**src/rtl/sha256_pkg.sv**
```systemverilog
// Shared constants, pad byte and state encoding for the SHA-256 message padder.
package sha256_pkg;

  localparam int WORD_W      = 32;
  localparam int BLOCK_W     = 512;
  localparam int BLOCK_WORDS = 16;
  localparam int LEN_FIELD_W = 64;
  localparam int LAST_FIT_P  = 55;

  localparam logic [7:0] PAD_BYTE = 8'h80;

  typedef enum logic [1:0] {
    FILL       = 2'd0,
    EMIT       = 2'd1,
    PAD        = 2'd2,
    EMIT_FINAL = 2'd3
  } pad_state_t;

endpackage

```
**src/rtl/sha256_pad_word.sv**
```systemverilog
// Masks the unused tail bytes of a big-endian word and inserts the 0x80 pad byte
// right after the last valid byte; carry flags that the pad byte belongs to the next word.
module sha256_pad_word
  import sha256_pkg::*;
(
  input  logic [WORD_W-1:0] word,
  input  logic [2:0]        nbytes,
  output logic [WORD_W-1:0] padded,
  output logic              carry
);

  always_comb begin
    padded = word;
    carry  = (nbytes == 3'd4);
    case (nbytes)
      3'd1:    padded = {word[31:24], PAD_BYTE, 16'h0000};
      3'd2:    padded = {word[31:16], PAD_BYTE, 8'h00};
      3'd3:    padded = {word[31:8], PAD_BYTE};
      default: padded = word;
    endcase
  end

endmodule

```
**src/rtl/sha256_msg_padder.sv**
```systemverilog
// FIPS 180-4 message padder: packs 32-bit words into 512-bit blocks and appends 0x80,
// zero fill and the 64-bit bit-length. Optional input checking via SHA256_PADDER_CHECK_EN.
module sha256_msg_padder
  import sha256_pkg::*;
#(
  parameter int LEN_W = 64
)
(
  input  logic                clk_i,
  input  logic                reset_i,
  input  logic                valid_i,
  input  logic [WORD_W-1:0]   data_i,
  input  logic [2:0]          bytes_i,
  input  logic                last_i,
  output logic                ready_o,
  output logic                valid_o,
  output logic [BLOCK_W-1:0]  block_o,
  output logic                first_o,
  output logic                last_o,
  input  logic                ready_i
`ifdef SHA256_PADDER_CHECK_EN
  ,
  output logic                err_o
`endif
);

  pad_state_t state, state_next;

  logic [WORD_W-1:0] blk [BLOCK_WORDS];
  logic [3:0]        widx;
  logic [LEN_W-1:0]  len;
  logic              first_flag;
  logic              pad_pending;
  logic              pad_at_word0;

  logic [2:0]        eff_bytes;
  logic              in_xfer;
  logic              out_xfer;
  logic [6:0]        p;
  logic              fits;
  logic              p64;
  logic [LEN_W-1:0]  len_sum;
  logic [LEN_FIELD_W-1:0] field_sum;
  logic [LEN_FIELD_W-1:0] field_len;
  logic [WORD_W-1:0] padded_word;
  logic              carry;

  function automatic logic [LEN_FIELD_W-1:0] to_field(input logic [LEN_W-1:0] v);
    logic [LEN_FIELD_W-1:0] f;
    f = '0;
    f[LEN_W-1:0] = v;
    return f;
  endfunction

`ifdef SHA256_PADDER_CHECK_EN
  logic illegal;
  logic err;

  assign illegal   = (bytes_i == 3'd0) || (bytes_i > 3'd4) || ((bytes_i != 3'd4) && !last_i);
  assign eff_bytes = illegal ? 3'd4 : bytes_i;
  assign err_o     = err;

  always_ff @(posedge clk_i or posedge reset_i) begin
    if (reset_i)
      err <= 1'b0;
    else if (in_xfer && illegal)
      err <= 1'b1;
  end
`else
  assign eff_bytes = bytes_i;
`endif

  assign in_xfer   = valid_i && ready_o;
  assign out_xfer  = valid_o && ready_i;
  assign p         = {1'b0, widx, 2'b00} + {4'b0000, eff_bytes};
  assign fits      = (p <= 7'(LAST_FIT_P));
  assign p64       = (p == 7'd64);
  assign len_sum   = len + {{(LEN_W-6){1'b0}}, eff_bytes, 3'b000};
  assign field_sum = to_field(len_sum);
  assign field_len = to_field(len);

  sha256_pad_word u_pad_word (
    .word   (data_i),
    .nbytes (eff_bytes),
    .padded (padded_word),
    .carry  (carry)
  );

  always_ff @(posedge clk_i or posedge reset_i) begin
    if (reset_i)
      state <= FILL;
    else
      state <= state_next;
  end

  always_comb begin
    state_next = state;
    ready_o    = (state == FILL) && !reset_i;
    valid_o    = (state == EMIT) || (state == EMIT_FINAL);
    first_o    = valid_o && first_flag;
    last_o     = (state == EMIT_FINAL);
    case (state)
      FILL: begin
        if (in_xfer) begin
          if (last_i)
            state_next = fits ? EMIT_FINAL : EMIT;
          else if (widx == 4'd15)
            state_next = EMIT;
        end
      end
      EMIT: begin
        if (out_xfer)
          state_next = pad_pending ? PAD : FILL;
      end
      PAD:        state_next = EMIT_FINAL;
      EMIT_FINAL: begin
        if (out_xfer)
          state_next = FILL;
      end
      default:    state_next = FILL;
    endcase
  end

  always_ff @(posedge clk_i or posedge reset_i) begin
    if (reset_i) begin
      for (int i = 0; i < BLOCK_WORDS; i++)
        blk[i] <= '0;
      widx         <= '0;
      len          <= '0;
      first_flag   <= 1'b1;
      pad_pending  <= 1'b0;
      pad_at_word0 <= 1'b0;
    end else begin
      case (state)
        FILL: begin
          if (in_xfer) begin
            len <= len_sum;
            if (last_i) begin
              widx         <= '0;
              pad_pending  <= !fits;
              pad_at_word0 <= p64;
              // Words before widx keep the message; everything after is zero or pad.
              for (int i = 0; i < BLOCK_WORDS; i++) begin
                if (i == int'(widx))
                  blk[i] <= padded_word;
                else if ((i == int'(widx) + 1) && carry)
                  blk[i] <= {PAD_BYTE, 24'h000000};
                else if (i > int'(widx))
                  blk[i] <= '0;
              end
              if (fits) begin
                blk[14] <= field_sum[63:32];
                blk[15] <= field_sum[31:0];
              end
            end else begin
              blk[widx]   <= data_i;
              widx        <= widx + 4'd1;
              pad_pending <= 1'b0;
            end
          end
        end
        PAD: begin
          for (int i = 0; i < BLOCK_WORDS; i++)
            blk[i] <= '0;
          if (pad_at_word0)
            blk[0] <= {PAD_BYTE, 24'h000000};
          blk[14]     <= field_len[63:32];
          blk[15]     <= field_len[31:0];
          pad_pending <= 1'b0;
        end
        EMIT, EMIT_FINAL: begin
          if (out_xfer) begin
            first_flag <= (state == EMIT_FINAL);
            if (state == EMIT_FINAL)
              len <= '0;
          end
        end
        default: ;
      endcase
    end
  end

  generate
    for (genvar gi = 0; gi < BLOCK_WORDS; gi++) begin : g_pack
      assign block_o[BLOCK_W-1-WORD_W*gi -: WORD_W] = blk[gi];
    end
  endgenerate

endmodule

```
**config.mk**
```make
export PLATFORM = sky130hd
export DESIGN_NAME = sha256_msg_padder
export DESIGN_NICKNAME = d
export VERILOG_FILES = /design/src/rtl/sha256_pkg.sv /design/src/rtl/sha256_pad_word.sv /design/src/rtl/sha256_msg_padder.sv
export SDC_FILE = /design/constraint.sdc
export NUM_CORES = 1
export LEC_CHECK = 0
export ABC_AREA = 1
export BUFFER_PORTS_ARGS = -buffer_cell sky130_fd_sc_hd__buf_2
export CAP_MARGIN = 20
export CORE_ASPECT_RATIO = 1.5
export CORE_MARGIN = 5
export CORE_UTILIZATION = 50
export CTS_CLUSTER_DIAMETER = 60
export DETAILED_ROUTE_END_ITERATION = 6
export GPL_TIMING_DRIVEN = 0
export PLACE_DENSITY = 0.74
export SYNTH_ARGS = -nofsm -noshare
export SYNTH_HDL_FRONTEND = slang
export SYNTH_SLANG_ARGS = --single-unit
```
**constraint.sdc**
```tcl
create_clock -name clk_i -period 45.3 [get_ports clk_i]
set_input_delay 11.325 -clock clk_i [delete_from_list [all_inputs] [get_ports clk_i]]
set_output_delay 11.325 -clock clk_i [all_outputs]
set_load 0.01 [all_outputs]
```
==> flow_metrics.env <==
export IMPL_status="finished, violations left"
export IMPL_violations="design-rule violations"
export IMPL_netSwitchingFraction_pct=43.68
export IMPL_viasPerCell=6.051
export IMPL_via_count=27830
export IMPL_clk_latency_ps=630
export IMPL_syn_inst=3251
export IMPL_wl_per_cell_um=27.91
export IMPL_fin_area_um2=32480
export IMPL_post_place_ws_ps=22210
export IMPL_post_cts_setup_buffers=0
export IMPL_fin_util_pct=60.73
export IMPL_synth_top_area_cell="dfrtp_1"
export IMPL_area_delta_synth_final_pct=20.71
export IMPL_cts_resized_gates=0
export IMPL_setup_violations=0
export IMPL_power_frac_comb_pct=39.7
export IMPL_grt_pass1_vias=26606
export IMPL_grt_max_degree=124
export IMPL_layout_filler_cells=5037
export IMPL_cts_tree="done"
export IMPL_cp_cell_sequence="buf_2, nor2_4, buf_2"
export IMPL_drv_slew=0
export IMPL_cts_buffers=53
export IMPL_tightest_slew_ps=1224
export IMPL_grt_pass1_wl_mm=181.3
export IMPL_drive_above_1_share_pct=19.49
export IMPL_syn_avg_cell_area_um2=8.277
export IMPL_yosys_top_cells_area="dfrtp_1, nand2_1, o21ai_0"
export IMPL_switching_power_mw=0.9139
export IMPL_period_needed_ps=23090
export IMPL_start_util_pct=50.32
export IMPL_final_setup_worst_slack_ps=22210
export IMPL_worstPathRequired_ps=33970
export IMPL_dieHeight_um=294.1
export IMPL_ys_seq_area_share_pct=54.13
export IMPL_ys_async_sr_fraction_pct=100.0
export IMPL_port_buffers=554
export IMPL_fin_cells=4599
export IMPL_synth_edf_count=0
export IMPL_ir_drop_mv=0.04206
export IMPL_cts_clk_slew_worst_paths_ps=60
export IMPL_crit_type="input pin to output port"
export IMPL_maxClockFrequency_mhz=43.32
export IMPL_hold_path_class="flip-flop to flip-flop"
export IMPL_arrival_ps=11760
export IMPL_startpoint_type="input pin"
export IMPL_pwr_share_seq_pct=37.7
export IMPL_syn_area_um2=26910
export IMPL_dpl_hpwl_mm=100.3
export IMPL_syn_nets=3304
export IMPL_p_leak_nw=16.58
export IMPL_htreeDepth=2
export IMPL_timing_setup_tns_ps=0
export IMPL_skew_ps=14.46
export IMPL_std_cell_rows=104
export IMPL_cts_sinks=582
export IMPL_antenna_found_initial=5
export IMPL_ioPinCount=556
export IMPL_cts_buffer_depth=3
export IMPL_slew_headroom_pct=18.39
export IMPL_cts_hold_buf=0
export IMPL_antenna_left=0
export IMPL_drc=4
export IMPL_power_density_nw_per_um2=64.41
export IMPL_place_inst=4499
export IMPL_max_cap_viol_count=0
export IMPL_synth_top_area_share_pct=54.03
export IMPL_cpPeakStageDelay_ps=150
export IMPL_root_buffer="clkbuf_16"
export IMPL_hold_ws_ps=473.7
export IMPL_core_area_um2=53480
export IMPL_ys_warn_count=0
export IMPL_track_usage_pct=42.45
export IMPL_final_hold_viol_count=0
export IMPL_clock_power_share_pct=22.6
export IMPL_post_route_period_util_pct=50.96
export IMPL_synth_cell_type_count=46
export IMPL_routed_wl_mm=128.4
export IMPL_nNetsFinal=3918
export IMPL_die_x_um=199.4
export IMPL_synthFlopType="dfrtp_1"
export IMPL_overflow=0
export IMPL_p_total_mw=2.092
export IMPL_worstPathMaxFanout=2
export IMPL_rsz0062_at_grt="no"
export IMPL_dr_pass1_iters=7
export IMPL_p_int_mw=1.178
export IMPL_ys_seq_elements=582
export IMPL_placed_area_um2=30690
export IMPL_crit_path_frequent_cell="buf_2"
export IMPL_drt_initial_drc_count=2809
export IMPL_die_area_um2=58650
export IMPL_cpMaxStageDelayCell="buf_2"
export IMPL_place_congestion=1.101
export IMPL_setup_worst_path_end_class="output port"
layer usage:
metal,up-vias,global-route usage [%],wire (um)
met4,2,37.89,15470
li1,12009,-,-
met2,1898,69.02,60010
met5,-,0,13
met1,13301,46.80,41240
met3,620,8.098,11640
worst max-delay path, delay by kind of cell:
| family | cells | cell delay [ps] |
|---|---|---|
| simple gates | 1 | 140 |
| buf+inv | 2 | 290 |
synth_stat cells, types with 7 or more instances:
library cell	instances
nor2_1	249
a21oi_1	95
buf_1	9
o211ai_1	13
nand2_1	724
nand2_2	10
o21ai_0	364
clkbuf_1	106
buf_2	60
dfrtp_1	581
inv_2	11
inv_1	324
nand4_1	32
o21ai_1	17
xor2_1	30
a31oi_1	24
nor3_1	23
o22ai_1	134
nand3_1	346
ha_1	12
o21ai_2	7
o31ai_1	21
buf_4	12
sequential cells by signal, summed over array words and instances (netlist names):
name          flops
field_len        61
state             2
first_flag        1
block_o         512
pad_pending       1
pad_at_word0      1
widx              4
layout make-up:
class | count | area, um^2 | area share (%)
repair buffers | 559 | 2910 | 8.960
diodes | 6 | 15.01 | 0.04622
clock inverters | 16 | 245.2 | 0.7550
inverters | 342 | 1294 | 3.983
multi-input cells | 2138 | 10210 | 31.44
clock buffers | 78 | 1531 | 4.715
plain buffers | 189 | 844.6 | 2.600
flip-flops and latches | 582 | 14570 | 44.84
well taps | 689 | 862.1 | 2.654
kinds of logic (layout without fill, tap and decap cells):
kind of cell             Yosys count  count (layout)  share of synthesized area [%]
XOR/XNOR                          30              30                         0.9764
AO/OA/AOI/OAI                    691             691                          14.24
flip-flops                       582             582                          54.13
AND/OR/NAND/NOR                 1404            1404                          22.11
buffers and inverters            531            1184                          7.918
adder cells (fa/ha/maj)           13              13                         0.6323
other                              0               6                              0
power by group through the flow:
stage                     Combinational, mW  Sequential (mW)  Clock, mW
after global routing                  0.885            0.801      0.494
final                                 0.831            0.789      0.472
after global placement                0.799            0.790          0
after CTS                             0.815            0.783      0.472
after floorplan                       0.375            0.826          0
after detailed placement              0.812            0.790          0
worst paths after layout:
check / startpoint / to / slack (ps) / cells after the start
max reg2reg: field_len[3]$_DFFE_PP0P_ / block_o[51]$_DFFE_PP0P_ / 41900 / 13
min in group asynchronous: reset_i / block_o[248]$_DFFE_PP0P_ / 10790 / 2
min reg2reg: block_o[42]$_DFFE_PP0P_ / block_o[42]$_DFFE_PP0P_ / 470 / 2
min: block_o[42]$_DFFE_PP0P_ / block_o[42]$_DFFE_PP0P_ / 470 / 2
max in group asynchronous: reset_i / block_o[187]$_DFFE_PP0P_ / 33100 / 4
max: reset_i / ready_o / 22210 / 3
cell usage in the layout (no fill, tap or decap), types with 6 or more instances in the layout:
cell type	Yosys	final
inv_2	11	11
clkbuf_16	0	54
dfrtp_1	581	581
o21ai_1	17	17
buf_4	12	12
nand4_1	32	32
inv_1	324	323
o21ai_0	364	364
diode_2	0	6
buf_1	9	9
nand3_1	346	346
o22ai_1	134	134
a21oi_1	95	95
clkbuf_8	0	9
nand2_1	724	724
nor2_1	249	249
a31oi_1	24	24
clkbuf_1	106	121
buf_2	60	614
ha_1	12	12
o21ai_2	7	7
clkinv_1	6	6
a22o_1	6	6
nor2_2	6	6
xor2_1	30	30
nand2_2	10	10
o31ai_1	21	21
o211ai_1	13	13
nor3_1	23	23
Note: power is estimated with default switching activity, not from simulation.
